$ cat src/rtl/prbs_lfsr_xor.sv
// prbs_lfsr_xor: parametrised Fibonacci LFSR pseudo-random bit source.
//
// The generator advances one step per enabled cycle using XOR feedback over
// the bits selected by TAPS. A load port reseeds the register directly. The
// all-zero state (reachable only through a load of zero) is a lock-up state
// for XOR feedback, so it is detected and replaced by SEED on the next cycle,
// with a one-cycle lockup pulse.
//
// Optional feature, enabled by defining the macro PRBS_LFSR_CHECK_EN:
// a self-synchronising checker that runs a received bit stream through its
// own shift register, predicts each bit from the previous WIDTH bits and
// counts mismatches in a saturating error counter. With the macro undefined
// the checker and its ports are absent; the generator is identical.

module prbs_lfsr_xor #(
    parameter int unsigned      WIDTH = 4,
    parameter logic [WIDTH-1:0] TAPS  = 4'hC,
    parameter logic [WIDTH-1:0] SEED  = 4'h1,
    parameter int unsigned      CNT_W = 16
) (
    input  logic             clk,
    input  logic             rst,
    input  logic             en,
    input  logic             load,
    input  logic [WIDTH-1:0] seed_in,
    output logic [WIDTH-1:0] state,
    output logic             out_bit,
    output logic             lockup
`ifdef PRBS_LFSR_CHECK_EN
    ,
    input  logic             rx_bit,
    input  logic             rx_valid,
    input  logic             err_clr,
    output logic             err,
    output logic [CNT_W-1:0] err_cnt
`endif
);

    // A register shorter than 3 bits, an empty counter or an all-zero seed
    // cannot produce a useful sequence, so such builds are refused outright.
    generate
        if (WIDTH < 3 || CNT_W < 1 || SEED == '0) begin : g_param_check
            $error("prbs_lfsr_xor: WIDTH must be >= 3, CNT_W >= 1 and SEED non-zero");
        end
    endgenerate

    // One Fibonacci step: shift left, feedback bit enters at the bottom.
    function automatic logic [WIDTH-1:0] lfsr_step(input logic [WIDTH-1:0] s);
        return {s[WIDTH-2:0], ^(s & TAPS)};
    endfunction

    logic [WIDTH-1:0] state_nxt;
    logic             lockup_nxt;

    // Next-state choice: load, then lock-up recovery, then step, else hold.
    always_comb begin
        state_nxt  = state;
        lockup_nxt = 1'b0;
        if (load) begin
            state_nxt = seed_in;
        end else if (state == '0) begin
            // en is deliberately ignored here: zero would step to zero forever.
            state_nxt  = SEED;
            lockup_nxt = 1'b1;
        end else if (en) begin
            state_nxt = lfsr_step(state);
        end
    end

    // Generator register; reset restores the seed and drops the lock-up flag.
    always_ff @(posedge clk) begin
        if (rst) begin
            state  <= SEED;
            lockup <= 1'b0;
        end else begin
            state  <= state_nxt;
            lockup <= lockup_nxt;
        end
    end

    assign out_bit = state[WIDTH-1];

`ifdef PRBS_LFSR_CHECK_EN
    // sync_cnt must be able to hold the value WIDTH itself.
    localparam int unsigned     SYNC_W    = $clog2(WIDTH + 1);
    localparam logic [SYNC_W-1:0] SYNC_FULL = SYNC_W'(WIDTH);

    // Error count stops at all-ones instead of wrapping back to zero.
    function automatic logic [CNT_W-1:0] sat_inc(input logic [CNT_W-1:0] v);
        return (&v) ? v : v + CNT_W'(1);
    endfunction

    logic [WIDTH-1:0]  chk;
    logic [SYNC_W-1:0] sync_cnt;
    logic              pred;
    logic              synced;
    logic              mismatch;

    // The receiver regenerates the expected bit from the last WIDTH received
    // bits, so it locks to the stream without any knowledge of the sender.
    assign pred     = ^(chk & TAPS);
    assign synced   = (sync_cnt == SYNC_FULL);
    assign mismatch = rx_valid && synced && (rx_bit != pred);

    // Receive shift register: follows valid bits, emptied by a clear.
    // Its contents are ignored until sync_cnt fills, so rst need not touch it.
    always_ff @(posedge clk) begin
        if (err_clr) begin
            chk <= '0;
        end else if (rx_valid) begin
            chk <= {chk[WIDTH-2:0], rx_bit};
        end
    end

    // Sync counter, registered error pulse and saturating error count.
    always_ff @(posedge clk) begin
        if (rst || err_clr) begin
            sync_cnt <= '0;
            err      <= 1'b0;
            err_cnt  <= '0;
        end else begin
            err <= mismatch;
            if (rx_valid && !synced) begin
                sync_cnt <= sync_cnt + SYNC_W'(1);
            end
            if (err) begin
                err_cnt <= sat_inc(err_cnt);
            end
        end
    end
`endif

endmodule

$ cat config.mk
export PLATFORM = sky130hd
export DESIGN_NAME = prbs_lfsr_xor
export DESIGN_NICKNAME = d
export VERILOG_FILES = /design/src/rtl/prbs_lfsr_xor.sv
export SDC_FILE = /design/constraint.sdc
export NUM_CORES = 1
export LEC_CHECK = 0
export BUFFER_PORTS_ARGS = -buffer_cell sky130_fd_sc_hd__buf_4
export CAP_MARGIN = 20
export CORE_AREA = 8 8 45 47
export DETAILED_ROUTE_END_ITERATION = 10
export DIE_AREA = 0 0 53 55
export GPL_TIMING_DRIVEN = 0
export SLEW_MARGIN = 25
export SYNTH_ARGS = -nofsm -noshare
export SYNTH_HDL_FRONTEND = slang
export SYNTH_SLANG_ARGS = --single-unit
$ cat constraint.sdc
create_clock -name clk -period 1.35 [get_ports clk]
set_input_delay 0.0675 -clock clk [delete_from_list [all_inputs] [get_ports clk]]
set_output_delay 0.0675 -clock clk [all_outputs]
set_load 0.02 [all_outputs]
==> flow_summary.json <==
{
  "status": "complete, no violations",
  "ant_nets": 0,
  "stdcell_area_sq_um": 434,
  "yosysMostFrequentCell": "dfxtp_1",
  "netlist.area_leader.share_pct": 38.5,
  "synth-seq-cells": 5,
  "path_class": "reg2reg",
  "drc": 0,
  "clock.fmax_mhz": 751,
  "synth_warnings": 0,
  "maxCapViolCount": 0,
  "cp_cell_sequence": "inv_2, ha_4, or3b_4, a221oi_2, a311oi_1",
  "grt_pass1_vias": 259,
  "worst_pin_slew_ps": 354,
  "routedWlPerCell_microns": 11.2,
  "vias": 261,
  "dr.pass1.iters": 2,
  "post-place-ws_ps": 12.0,
  "fin_worst_skew_ps": 3.54,
  "synth_enable_flop_cells": 0,
  "crit_path_end_kind": "register",
  "wl_microns": 697,
  "min_period_ps": 1330,
  "finalPower_mw": 0.460,
  "slew_headroom_pct": 76.4,
  "wl_met2_microns": 293,
  "synth_cell_type_count": 18,
  "syn-cell-area_sq_um": 260,
  "drive_gt1_share_pct": 58.7,
  "dpl.hpwl_microns": 491,
  "r2r_cells": 5,
  "p_per_area_nw_per_um2": 1060,
  "grt_max_degree": 9,
  "num_antenna_cells": 0,
  "critPathSlowestCell": "or3b_4",
  "synth_top_area_cell": "dfxtp_1",
  "rows": 14,
  "synth-seq-area-share_pct": 38.5,
  "grt_pass1_wl_microns": 1160,
  "clkLatencyLatePin_ps": 240,
  "cts_tree": "yes",
  "antenna_found_initial": 0,
  "cp.depth": 5,
  "ys.flop_type": "dfxtp_1",
  "grt_usage_pct": 5.68,
  "first_iter_violations": 2,
  "finalCritPeriodShare_pct": 98.7,
  "num_io_pins": 14,
  "core_sq_um": 1380,
  "grt_overflow": 0,
  "clk_pin_slew_worst_paths_ps": 40,
  "syn-num-nets": 36,
  "fin_nets": 56,
  "setup_violations": 0,
  "required_ps": 1470,
  "synthToLayoutAreaGrowth_pct": 66.8,
  "postPlaceCellArea_sq_um": 373,
  "setup_ws_ps": 17.6,
  "critPathArrivalTime_ps": 1450,
  "syn_avg_cell_area_sq_um": 9.64,
  "cts_hold_buf": 0,
  "drt-met1-wl_microns": 306,
  "hold_class": "in2reg",
  "start_util_pct": 18.8,
  "cts-buffers-inserted": 3,
  "timing.final.max_slew_violations": 0,
  "final-hold-violation-count": 0,
  "ir_drop_uv": 419,
  "cp_num_buf_inv": 1,
  "cts_sinks": 5,
  "setup_tns_ps": 0,
  "cts_max_path_buffers": 2,
  "io_buffer_count": 12,
  "critPathMaxFanout": 3,
  "die_area_sq_um": 2920,
  "cp-start-kind": "register",
  "max_stage_delay_ps": 390,
  "vias_per_cell": 4.21,
  "async_flop_share_pct": 0,
  "leakagePower_nw": 0.193,
  "synthTopCellsByArea": "dfxtp_1 38%, mux2i_1 12%, a221oi_2 5.8%, ha_1 4.8%, mux2_2 4.3%",
  "h-tree-depth": 1,
  "die_x_microns": 53,
  "cts-root-buf": "clkbuf_4",
  "min_path_cells": 2,
  "dr_wl_met3_microns": 98,
  "top_layer_used": "met3",
  "rsz0062_at_grt": "true",
  "place_congestion": 0.731,
  "die_h_microns": 55,
  "cp_top_family": "simple AND/OR/NAND/NOR gates",
  "syn_inst": 27,
  "synth_common_cells": "5 x dfxtp_1, 3 x mux2i_1, 3 x nor2_1, 2 x inv_1"
}
flip-flops by register name (all words and copies together), names as in the netlist:
| signal | flops |
|---|---|
| lockup | 1 |
| state | 4 |
cells in the final DEF (no fill, tap or decap), drive strengths merged, types with 2 or more instances in the layout:
| cell type | n |
|---|---|
| mux2i | 3 |
| inv | 2 |
| clkbuf | 5 |
| buf | 16 |
| dfxtp | 5 |
| nor2 | 3 |
worst register-to-register path, cell delays in order (launching register included):
cell,delay [ps]
dfxtp_2,320
inv_2,80
ha_4,120
or3b_4,390
a221oi_2,240
a311oi_1,60
cell type report:
class,instances,area [sq um]
clock buffer,4,26.3
timing repair buffer,15,113
tap,16,20.0
multi-input combinational,18,154
fill,146,950
buffer,2,11.3
inverter,2,7.51
sequential,5,103
repair_timing:
item,in CTS,in global routing
setup endpoints to repair,1,4
pin swaps,0,2
setup buffers,1,2
hold endpoints to repair,0,0
resized for setup,0,4
cell families after synthesis:
family / share of synthesized area, %
buf+inv: 7.21
mux: 15.9
fa+ha+maj: 4.81
compound gates: 13.5
simple gates: 20.2
flops: 38.5
routing by layer:
layer	GRT usage, %	vias to the layer above
met3	5.88	0
met2	6.84	13
met1	6.69	115
met5	0	-
met4	1.29	0
li1	-	133
final timing paths:
| check | slack, ps | endpoint | startpoint |
|---|---|---|---|
| max | 20 | state[2] | state[2] |
| min | 30 | state[2] | rst |
| max reg2reg | 20 | state[2] | state[2] |
| min reg2reg | 560 | state[3] | state[3] |
metrics by stage:
| stage | utilization [%] | hold WS [ps] | cells |
|---|---|---|---|
| after floorplan | - | 132 | 27 |
| after global placement | 26.9 | 274 | 55 |
| after detailed placement | 26.9 | 273 | 55 |
| after CTS | 29.4 | 12.6 | 60 |
| after global routing | 31.4 | 22.1 | 62 |
| final | 31.4 | 25.3 | 62 |
report_power, final:
part	switching (mW)	internal (mW)	leakage [nW]
Sequential	0.00934	0.160	0.0420
Combinational	0.0530	0.0639	0.136
Clock	0.0623	0.112	0.0150
Total	0.125	0.336	0.193
(Power assumes the default switching activity.)
